<file path="src/rtl/i2c_arb_pkg.sv">
// Shared types and constants for the I2C/PMBus master arbiter.
package i2c_arb_pkg;

   typedef enum logic [1:0] {
      ST_IDLE,
      ST_ISSUE,
      ST_WAIT,
      ST_RELEASE
   } arb_state_e;

   // 50 MHz clk_sys tick counts
   localparam int unsigned T_10ms  = 32'd500_000;
   localparam int unsigned T_20ms  = 32'd1_000_000;
   localparam int unsigned T_50ms  = 32'd2_500_000;
   localparam int unsigned T_100ms = 32'd5_000_000;
   localparam int unsigned T_150ms = 32'd7_500_000;

   localparam int DEV_W  = 7;
   localparam int WORD_W = 8;
   localparam int DATA_W = 8;
   localparam int BYTE_W = 2;
   localparam int RD_W   = 16;

endpackage

</file>
<file path="src/rtl/i2c_master_arbiter_rr_pick.sv">
// rr_pick: combinational rotating-priority encoder; the first requester at or
// after ptr_i (wrapping) wins.
module rr_pick #(
   parameter int N_REQ = 4,
   parameter int IDX_W = $clog2(N_REQ)
) (
   input  logic [N_REQ-1:0] req_i,
   input  logic [IDX_W-1:0] ptr_i,
   output logic [N_REQ-1:0] gnt_o,
   output logic             valid_o
);

   logic found;

   always_comb begin
      gnt_o = '0;
      found = 1'b0;
      for (int k = 0; k < N_REQ; k++) begin
         for (int i = 0; i < N_REQ; i++) begin
            if (!found && req_i[i] && (i == (int'(ptr_i) + k) % N_REQ)) begin
               gnt_o[i] = 1'b1;
               found    = 1'b1;
            end
         end
      end
   end

   assign valid_o = |req_i;

endmodule

</file>
<file path="src/rtl/i2c_master_arbiter.sv">
// Round-robin sharing of one I2C/PMBus byte master between N_REQ sequencers.
// Optional WAIT watchdog is built in when ARB_TIMEOUT_EN is defined.
//
// state      | meaning
// -----------+------------------------------------------------------------
// ST_IDLE    | no owner; pick next requester from the round-robin pointer
// ST_ISSUE   | owner and fields latched; raise send/recv enable
// ST_WAIT    | enable held, fields frozen, waiting for master done
// ST_RELEASE | done pulsed; wait for owner to drop its request
module i2c_master_arbiter
   import i2c_arb_pkg::*;
#(
   parameter int          N_REQ       = 4,
   parameter logic [23:0] TIMEOUT_CYC = 24'd5_000_000
) (
   input  logic                      I_clk,
   input  logic                      I_rst,
   input  logic [N_REQ-1:0]          I_req_send,
   input  logic [N_REQ-1:0]          I_req_recv,
   input  logic [DEV_W*N_REQ-1:0]    I_req_dev_addr,
   input  logic [WORD_W*N_REQ-1:0]   I_req_word_addr,
   input  logic [DATA_W*N_REQ-1:0]   I_req_write_data,
   input  logic [BYTE_W*N_REQ-1:0]   I_req_byte,
   output logic [N_REQ-1:0]          O_grant,
   output logic [N_REQ-1:0]          O_req_done,
   output logic [N_REQ-1:0]          O_req_err,
   output logic [RD_W-1:0]           O_read_data,
   output logic                      O_send_en,
   output logic                      O_recv_en,
   output logic [DEV_W-1:0]          O_dev_addr,
   output logic [WORD_W-1:0]         O_word_addr,
   output logic [DATA_W-1:0]         O_write_data,
   output logic [BYTE_W-1:0]         O_byte,
   input  logic                      I_done_flag,
   input  logic [RD_W-1:0]           I_read_data
);

   localparam int IDX_W = $clog2(N_REQ);

   arb_state_e         state_q, state_d;
   logic [N_REQ-1:0]   grant_q, grant_d;
   logic [IDX_W-1:0]   idx_q, idx_d;
   logic [IDX_W-1:0]   ptr_q, ptr_d;
   logic [DEV_W-1:0]   dev_q, dev_d;
   logic [WORD_W-1:0]  word_q, word_d;
   logic [DATA_W-1:0]  wdata_q, wdata_d;
   logic [BYTE_W-1:0]  byte_q, byte_d;
   logic               send_q, send_d;
   logic               send_en_q, send_en_d;
   logic               recv_en_q, recv_en_d;
   logic [N_REQ-1:0]   done_q, done_d;
   logic [RD_W-1:0]    rdata_q, rdata_d;

   logic [N_REQ-1:0]   req;
   logic [N_REQ-1:0]   pick_gnt;
   logic               pick_valid;
   logic [IDX_W-1:0]   pick_idx;
   logic [DEV_W-1:0]   pick_dev;
   logic [WORD_W-1:0]  pick_word;
   logic [DATA_W-1:0]  pick_wdata;
   logic [BYTE_W-1:0]  pick_byte;
   logic               pick_send;
   logic [IDX_W-1:0]   ptr_next;

`ifdef ARB_TIMEOUT_EN
   logic [N_REQ-1:0]   err_q, err_d;
   logic [23:0]        cnt_q, cnt_d;
`else
   logic               unused_timeout;
   assign unused_timeout = ^TIMEOUT_CYC;
`endif

   assign req = I_req_send | I_req_recv;

   rr_pick #(.N_REQ(N_REQ), .IDX_W(IDX_W)) u_pick (
      .req_i   (req),
      .ptr_i   (ptr_q),
      .gnt_o   (pick_gnt),
      .valid_o (pick_valid)
   );

   // One-hot mux of the winning requester's fields; send wins over recv.
   always_comb begin
      pick_idx   = '0;
      pick_dev   = '0;
      pick_word  = '0;
      pick_wdata = '0;
      pick_byte  = '0;
      pick_send  = 1'b0;
      for (int i = 0; i < N_REQ; i++) begin
         if (pick_gnt[i]) begin
            pick_idx   = IDX_W'(i);
            pick_dev   = I_req_dev_addr[i*DEV_W +: DEV_W];
            pick_word  = I_req_word_addr[i*WORD_W +: WORD_W];
            pick_wdata = I_req_write_data[i*DATA_W +: DATA_W];
            pick_byte  = I_req_byte[i*BYTE_W +: BYTE_W];
            pick_send  = I_req_send[i];
         end
      end
   end

   assign ptr_next = (idx_q == IDX_W'(N_REQ - 1)) ? '0 : idx_q + 1'b1;

   always_comb begin
      state_d   = state_q;
      grant_d   = grant_q;
      idx_d     = idx_q;
      ptr_d     = ptr_q;
      dev_d     = dev_q;
      word_d    = word_q;
      wdata_d   = wdata_q;
      byte_d    = byte_q;
      send_d    = send_q;
      send_en_d = send_en_q;
      recv_en_d = recv_en_q;
      done_d    = '0;
      rdata_d   = rdata_q;
`ifdef ARB_TIMEOUT_EN
      err_d     = '0;
      cnt_d     = cnt_q;
`endif
      case (state_q)
         ST_IDLE: begin
            if (pick_valid) begin
               grant_d = pick_gnt;
               idx_d   = pick_idx;
               dev_d   = pick_dev;
               word_d  = pick_word;
               wdata_d = pick_wdata;
               byte_d  = pick_byte;
               send_d  = pick_send;
               state_d = ST_ISSUE;
            end
         end
         ST_ISSUE: begin
            send_en_d = send_q;
            recv_en_d = ~send_q;
`ifdef ARB_TIMEOUT_EN
            cnt_d     = TIMEOUT_CYC - 24'd1;
`endif
            state_d   = ST_WAIT;
         end
         ST_WAIT: begin
            if (I_done_flag) begin
               send_en_d = 1'b0;
               recv_en_d = 1'b0;
               done_d    = grant_q;
               if (!send_q) rdata_d = I_read_data;
               state_d   = ST_RELEASE;
            end
`ifdef ARB_TIMEOUT_EN
            else if (cnt_q == '0) begin
               send_en_d = 1'b0;
               recv_en_d = 1'b0;
               done_d    = grant_q;
               err_d     = grant_q;
               state_d   = ST_RELEASE;
            end else begin
               cnt_d = cnt_q - 24'd1;
            end
`endif
         end
         ST_RELEASE: begin
            if ((req & grant_q) == '0) begin
               grant_d = '0;
               ptr_d   = ptr_next;
               state_d = ST_IDLE;
            end
         end
         default: state_d = ST_IDLE;
      endcase
   end

   always_ff @(posedge I_clk or posedge I_rst) begin
      if (I_rst) begin
         state_q   <= ST_IDLE;
         grant_q   <= '0;
         idx_q     <= '0;
         ptr_q     <= '0;
         dev_q     <= '0;
         word_q    <= '0;
         wdata_q   <= '0;
         byte_q    <= '0;
         send_q    <= 1'b0;
         send_en_q <= 1'b0;
         recv_en_q <= 1'b0;
         done_q    <= '0;
         rdata_q   <= '0;
`ifdef ARB_TIMEOUT_EN
         err_q     <= '0;
         cnt_q     <= '0;
`endif
      end else begin
         state_q   <= state_d;
         grant_q   <= grant_d;
         idx_q     <= idx_d;
         ptr_q     <= ptr_d;
         dev_q     <= dev_d;
         word_q    <= word_d;
         wdata_q   <= wdata_d;
         byte_q    <= byte_d;
         send_q    <= send_d;
         send_en_q <= send_en_d;
         recv_en_q <= recv_en_d;
         done_q    <= done_d;
         rdata_q   <= rdata_d;
`ifdef ARB_TIMEOUT_EN
         err_q     <= err_d;
         cnt_q     <= cnt_d;
`endif
      end
   end

   assign O_grant      = grant_q;
   assign O_req_done   = done_q;
   assign O_read_data  = rdata_q;
   assign O_send_en    = send_en_q;
   assign O_recv_en    = recv_en_q;
   assign O_dev_addr   = dev_q;
   assign O_word_addr  = word_q;
   assign O_write_data = wdata_q;
   assign O_byte       = byte_q;
`ifdef ARB_TIMEOUT_EN
   assign O_req_err    = err_q;
`else
   assign O_req_err    = '0;
`endif

endmodule

</file>
<file path="config.mk">
export PLATFORM = sky130hd
export DESIGN_NAME = i2c_master_arbiter
export DESIGN_NICKNAME = d
export VERILOG_FILES = /design/src/rtl/i2c_arb_pkg.sv /design/src/rtl/i2c_master_arbiter_rr_pick.sv /design/src/rtl/i2c_master_arbiter.sv
export SDC_FILE = /design/constraint.sdc
export NUM_CORES = 1
export LEC_CHECK = 0
export CAP_MARGIN = 5
export CORE_AREA = 2 2 90 92
export CTS_CLUSTER_DIAMETER = 120
export DETAILED_ROUTE_END_ITERATION = 7
export DIE_AREA = 0 0 92 94
export HOLD_SLACK_MARGIN = 0.1
export PLACE_DENSITY_LB_ADDON = 0.25
export RECOVER_POWER = 100
export SYNTH_ARGS = -nofsm -noshare
export SYNTH_HDL_FRONTEND = slang
export SYNTH_SLANG_ARGS = --single-unit
</file>
<file path="constraint.sdc">
create_clock -name I_clk -period 5.2 [get_ports I_clk]
set_clock_uncertainty 0.15 [all_clocks]
set_input_delay 0.52 -clock I_clk [delete_from_list [all_inputs] [get_ports I_clk]]
set_output_delay 0.52 -clock I_clk [all_outputs]
set_load 0.05 [all_outputs]
</file>
# Word level (Yosys, flattened, before mapping)
# Cells that the tools add are included.
[word_totals] reg_bits=58 latch_bits=0 ramBits=0 romBits=0 inputBits=127 output_inout_bits=55 word_cells=172 n_memories=0
[op_classes] addsub=4 mul=0 div=0 order_cmp=0 n_eq_ne=19 shift=0 mux=66 bitwise_logic=6 n_reduce_logical=64
[ops] cell="32-bit logical NOT" n=4
[ops] cell="8-bit 2-to-1 mux" n=8
[ops] cell="1-bit 2-to-1 mux" n=36
[ops] cell="1-bit logical AND" n=31
[ops] cell="7-bit 2-to-1 mux" n=4
[ops] cell="2-bit 2-to-1 mux" n=10
[ops] cell="3-bit equality test (first input constant)" n=6
[ops] cell="4-bit 2-to-1 mux" n=4
[ops] cell="1-bit logical NOT" n=15
[ops] cell="2-bit by 3-bit equality test with 1-bit output (first input constant)" n=3
[ops] cell="3-bit AND reduction" n=3
[ops] cell="2-bit one-hot mux with 4 select lines" n=1
[ops] cell="4-bit one-hot mux with 2 select lines" n=1
[ops] cell="2-bit equality test (second input constant)" n=3
[ops] cell="2-bit inequality test (second input constant)" n=3
[ops] cell="2-bit AND reduction" n=3
[ops] cell="2-bit OR reduction" n=3
[ops] cell="2-bit by 1-bit adder with 2-bit output (second input constant)" n=2
[ops] cell="2-bit adder (second input constant)" n=2
[ops] cell="4-bit AND" n=1
[ops] cell="2-bit equality test (first input constant)" n=2
[ops] cell="4-bit logical NOT" n=1
[ops] cell="4-bit OR" n=1
[ops] cell="1-bit one-hot mux with 2 select lines" n=2
[ops] cell="7 further kinds" n=10

# Longest topological paths before layout
[depth] ltp_word=65 ltp_mapped=7 depth_no_buf=7

# Hierarchy
# A second synthesis with hierarchy kept.
[unflattened] cells_unflattened=298 hier_area_um2=3345.7
[modules_own_cells] module="i2c_master_arbiter" instances=1 cells_each=281 area_per_inst_um2=3246.9 seq_area_each_um2=1451.4
[modules_own_cells] module="rr_pick" instances=1 cells_each=17 area_per_inst_um2=98.8 seq_area_each_um2=0.0

# Least setup slack after synthesis
# OpenSTA, ideal clock, no wires.
[synth_timing] path_kind="input to register" start="input port I_req_recv[2]" end="register dev_q[1], in the netlist O_dev_addr[1]" setup_ns=0.083 arrival_ns=2.144 required_time_ns=4.967 slack_ns=2.824 stages=7 path_buffers=2 path_cell_list="or4_1 -> buf_2 -> a221o_2 -> nor3_4 -> buf_6 -> a22oi_1 -> o21ai_0"
[synth_via] elab_chain_len=57 word_cells_on_any_way=75 cone_classes="mux: 31; bitwise: 1; reduce/logical: 43"
[synth_rtl] item="start: declaration" line_no="i2c_master_arbiter.sv:19" source="input logic [N_REQ-1:0] I_req_recv,"
[synth_rtl] item="4-bit OR (*)" line_no="i2c_master_arbiter.sv:73" source="assign req = I_req_send | I_req_recv;"
[synth_rtl] item="1-bit logical AND (2 in series)" line_no="i2c_master_arbiter_rr_pick.sv:20" source="if (!found && req_i[i] && (i == (int'(ptr_i) + k) % N_REQ)) begin"
[synth_rtl] item="1-bit 2-to-1 mux" line_no="i2c_master_arbiter_rr_pick.sv:20"
[synth_rtl] item="1-bit logical NOT" line_no="i2c_master_arbiter_rr_pick.sv:20"
[synth_rtl] item="1-bit logical AND (2 in series)" line_no="i2c_master_arbiter_rr_pick.sv:20"
[synth_rtl] item="1-bit 2-to-1 mux" line_no="i2c_master_arbiter_rr_pick.sv:20"
[synth_rtl] item="1-bit logical NOT" line_no="i2c_master_arbiter_rr_pick.sv:20"
[synth_rtl] item="1-bit logical AND (2 in series)" line_no="i2c_master_arbiter_rr_pick.sv:20"
[synth_rtl] item="[36 not listed]"
[synth_rtl] item="1-bit 2-to-1 mux" line_no="i2c_master_arbiter_rr_pick.sv:20"
[synth_rtl] item="1-bit logical NOT" line_no="i2c_master_arbiter_rr_pick.sv:20"
[synth_rtl] item="1-bit logical AND (2 in series)" line_no="i2c_master_arbiter_rr_pick.sv:20"
[synth_rtl] item="1-bit 2-to-1 mux" line_no="i2c_master_arbiter_rr_pick.sv:20"
[synth_rtl] item="1-bit logical NOT" line_no="i2c_master_arbiter_rr_pick.sv:20"
[synth_rtl] item="1-bit logical AND (2 in series)" line_no="i2c_master_arbiter_rr_pick.sv:20"
[synth_rtl] item="1-bit 2-to-1 mux" line_no="i2c_master_arbiter_rr_pick.sv:20"
[synth_rtl] item="7-bit 2-to-1 mux" line_no="i2c_master_arbiter.sv:91" source="if (pick_gnt[i]) begin"
[synth_rtl] item="end signal: assignment" line_no="i2c_master_arbiter.sv:198" source="dev_q <= dev_d;"
[synth_rtl] item="end: declaration" line_no="i2c_master_arbiter.sv:44" source="logic [DEV_W-1:0] dev_q, dev_d;"
# Mark *: on every way between the ends. The rest lies on a longest branch, timed or not.
# A chain may end at the register's enable or synchronous reset.

# Worst setup path in the final report
[layout_timing] start="input port I_req_send[1]" end="register dev_q[2], in the netlist O_dev_addr[2]"
[layout_via] elab_chain_len=61 word_cells_on_any_way=80 cone_classes="mux: 33; bitwise: 1; reduce/logical: 46"
[layout_rtl] item="start: declaration" line_no="i2c_master_arbiter.sv:18" source="input logic [N_REQ-1:0] I_req_send,"
[layout_rtl] item="4-bit OR (*)" line_no="i2c_master_arbiter.sv:73"
[layout_rtl] item="1-bit logical AND (2 in series)" line_no="i2c_master_arbiter_rr_pick.sv:20"
[layout_rtl] item="1-bit 2-to-1 mux" line_no="i2c_master_arbiter_rr_pick.sv:20"
[layout_rtl] item="1-bit logical NOT" line_no="i2c_master_arbiter_rr_pick.sv:20"
[layout_rtl] item="1-bit logical AND (2 in series)" line_no="i2c_master_arbiter_rr_pick.sv:20"
[layout_rtl] item="1-bit 2-to-1 mux" line_no="i2c_master_arbiter_rr_pick.sv:20"
[layout_rtl] item="1-bit logical NOT" line_no="i2c_master_arbiter_rr_pick.sv:20"
[layout_rtl] item="1-bit logical AND (2 in series)" line_no="i2c_master_arbiter_rr_pick.sv:20"
[layout_rtl] item="[40 not listed]"
[layout_rtl] item="1-bit 2-to-1 mux" line_no="i2c_master_arbiter_rr_pick.sv:20"
[layout_rtl] item="1-bit logical NOT" line_no="i2c_master_arbiter_rr_pick.sv:20"
[layout_rtl] item="1-bit logical AND (2 in series)" line_no="i2c_master_arbiter_rr_pick.sv:20"
[layout_rtl] item="1-bit 2-to-1 mux" line_no="i2c_master_arbiter_rr_pick.sv:20"
[layout_rtl] item="1-bit logical NOT" line_no="i2c_master_arbiter_rr_pick.sv:20"
[layout_rtl] item="1-bit logical AND (2 in series)" line_no="i2c_master_arbiter_rr_pick.sv:20"
[layout_rtl] item="1-bit 2-to-1 mux" line_no="i2c_master_arbiter_rr_pick.sv:20"
[layout_rtl] item="7-bit 2-to-1 mux" line_no="i2c_master_arbiter.sv:91"
# Marked as above.

==> results.ini <==
[status]
status=finished with violations
violations=max-capacitance violations, max-slew violations

[floorplan]
core_area_sq_um=7610
initial_core_util_pct=40.8
die_h_microns=94
rows=32
die_x_microns=92
ios=182
dieArea_sq_um=8650

[clock_tree]
cts_hold_buf=0
cts_tree=yes
clock_sinks=58
cts.clk_slew.worst_paths_ns=0.07
numCtsBuffers=9
cts.htree.levels=3
clk_latency_ns=0.33
ctsResizeCount=0
cts-root-buf=clkbuf_8
post_cts_buffers=0
clockBufferDepth=2

[global_route]
antenna_found_initial=0
grt_max_degree=59
grt_pass1_vias=2989
grt_overflow=0
gr-usage-all-layers_pct=22.6
grt_pass1_wl_microns=15100

[sta]
tightest_slew_ns=2.99
setup_viol=0
tns_ns=0
min_period_over_period_pct=71.8
fmax_mhz=268
post-route-min-period_ns=3.73
finalMaxSlewViolations=86
hold_violations=0
rsz0062_at_grt=false
slew_headroom_pct=-99.6

[worst_setup_path]
cp_cell_sequence=dlygate4sd3_1, or4_1, a221o_2, nor3_2, a22oi_1, o21ai_0
path_class=in -> reg
worstSetupStartpointType=input pin
required_ns=5.29
rrSetupSlack_ns=2.25
cpPeakStageDelay_ns=1.24
crit_slowest_cell=nor3_2
cp.arrival_ns=3.82
cp-end-kind=register
critPathMaxFanout=26

[synthesis]
synth_area_sq_um=3100
synthTopCellsByArea=dfrtp_1, o21ai_0, a221oi_1
yosysSeqAreaShare_pct=46.8
synth.largest_area_cell=dfrtp_1
ys_warn_count=0
ys.flop_type=dfrtp_1
syn-mean-instance-area_sq_um=10.6
yosysTopAreaCellShare_pct=46.8
ys_types=44
synthArstFlopShare_pct=100
syn_inst=294
ys_ff_latch=58
synth_edf_count=0

[run]
maxCapViolations=2

[layout]
fin_cells=571
finalNetCount=597
n_antenna_cell=0
area_delta_synth_final_pct=62.6
drive_above_1_share_pct=10.0

[route]
wl_per_cell_microns=17.0
ant_nets=0
routed_wl_microns=9730
first_pass_iters=6
vias=3083
route.detailed.drc=0
via_per_inst=5.40
drtIter0Drc=161

[placed_design]
io_buffer_count=177
gp_congestion=0.879
dpl.hpwl_microns=7160
place_inst=555

[power]
vdd_drop_max_mv=0.255
leakage_nw=2.09
p_per_area_nw_per_um2=601

[min_path]
hp-class=reg -> reg

==> final timing paths <==
kind | endpoint | depth (start not counted) | from
max | O_dev_addr[2]$_DFFE_PP0P_ | 6 | I_req_send[1]
min | O_recv_en$_DFFE_PP0P_ | 1 | send_q$_DFFE_PP0P_
max reg2reg | O_dev_addr[2]$_DFFE_PP0P_ | 5 | ptr_q[1]$_DFFE_PP0P_
min reg2reg | O_recv_en$_DFFE_PP0P_ | 1 | send_q$_DFFE_PP0P_
max in group asynchronous | O_word_addr[7]$_DFFE_PP0P_ | 3 | I_rst
min in group asynchronous | O_read_data[2]$_DFFE_PP0P_ | 3 | I_rst
==> synthesized netlist by cell type (all sizes together), types with 3 or more instances <==
cell type	instances
a221oi	26
ha	6
a21oi	7
clkbuf	11
dfrtp	58
a22oi	26
nand2	13
nor2	9
mux2	17
o21ai	66
and3	4
nor3	3
buf	12
or2	4
inv	9
==> cell families after synthesis <==
| kind of cell | count (synthesis) | share of synthesized area, % |
|---|---|---|
| AOI/OAI and AO/OA | 136 | 29.3 |
| DFF | 58 | 46.8 |
| and+or+nand+nor | 42 | 7.58 |
| buffers and inverters | 32 | 6.98 |
| muxes | 19 | 6.82 |
| adders and majority gates | 6 | 2.42 |
| other | 1 | 0.121 |
==> stage by stage <==
| step | utilization [%] | total power [mW] | area, sq um | setup WS (ns) | hold WS, ns |
|---|---|---|---|---|---|
| final | 66.3 | 3.03 | 5040 | 1.47 | 0.313 |
| after global routing | 66.3 | 3.23 | 5040 | 0.965 | 0.353 |
| after CTS | 66.6 | 3.14 | 5070 | 2.04 | 0.315 |
| after detailed placement | 63.8 | 2.67 | 4850 | 1.72 | 0.306 |
| after global placement | 63.8 | 2.64 | 4850 | 1.79 | 0.302 |
| after floorplan | - | 2.08 | 3110 | 2.82 | 0.285 |
==> area by class of cell <==
cell class / count / area (sq um)
Clock buffer: 10 / 138
Clock inverter: 6 / 80.1
Fill cell: 631 / 2560
Inverter: 9 / 33.8
Multi-Input combinational cell: 207 / 1440
Sequential cell: 58 / 1450
Tap cell: 102 / 128
Timing Repair Buffer: 179 / 1780
==> layout by cell type, fill, tap and decap left out, types with 3 or more instances in the layout <==
| master | Yosys | layout |
|---|---|---|
| and3_1 | 4 | 4 |
| clkbuf_8 | 4 | 10 |
| dlygate4sd3_1 | 0 | 52 |
| dfrtp_1 | 58 | 58 |
| nor2_1 | 8 | 8 |
| clkdlybuf4s50_1 | 0 | 125 |
| o21ai_2 | 4 | 3 |
| mux2_2 | 17 | 17 |
| nand2_1 | 12 | 12 |
| a221oi_1 | 26 | 26 |
| a21oi_1 | 7 | 6 |
| conb_1 | 1 | 4 |
| clkinv_2 | 0 | 4 |
| ha_1 | 6 | 6 |
| or2_2 | 4 | 4 |
| inv_1 | 9 | 8 |
| a22oi_1 | 26 | 26 |
| o21ai_0 | 57 | 63 |
==> worst max-delay path: cells and delay by family <==
| kind | cells | cell delay, ns |
|---|---|---|
| simple gates | 2 | 1.86 |
| compound gates | 3 | 0.79 |
| buf+inv | 1 | 0.62 |
==> state kept, by name, indices dropped and copies added (netlist names) <==
signal        count
send_q            1
O_send_en         1
O_write_data      8
O_read_data      16
ptr_q             2
O_byte            2
O_req_done        4
O_recv_en         1
O_word_addr       8
O_grant           4
state_q           2
O_dev_addr        7
idx_q             2
==> where the power goes <==
| part | total [mW] | leakage, nW | switching [mW] | internal [mW] |
|---|---|---|---|---|
| logic | 1.81 | 1.24 | 1.18 | 0.628 |
| clock network | 0.459 | 0.116 | 0.180 | 0.279 |
| registers | 0.766 | 0.729 | 0.115 | 0.651 |
==> routing by layer <==
layer	track usage [%]	routed length, microns	vias to the layer above
met5	0	0	-
met4	7.21	136	0
met3	6.10	836	11
met2	39.0	5050	154
met1	27.5	3710	1458
li1	-	-	1460
(Power assumes the default switching activity.)
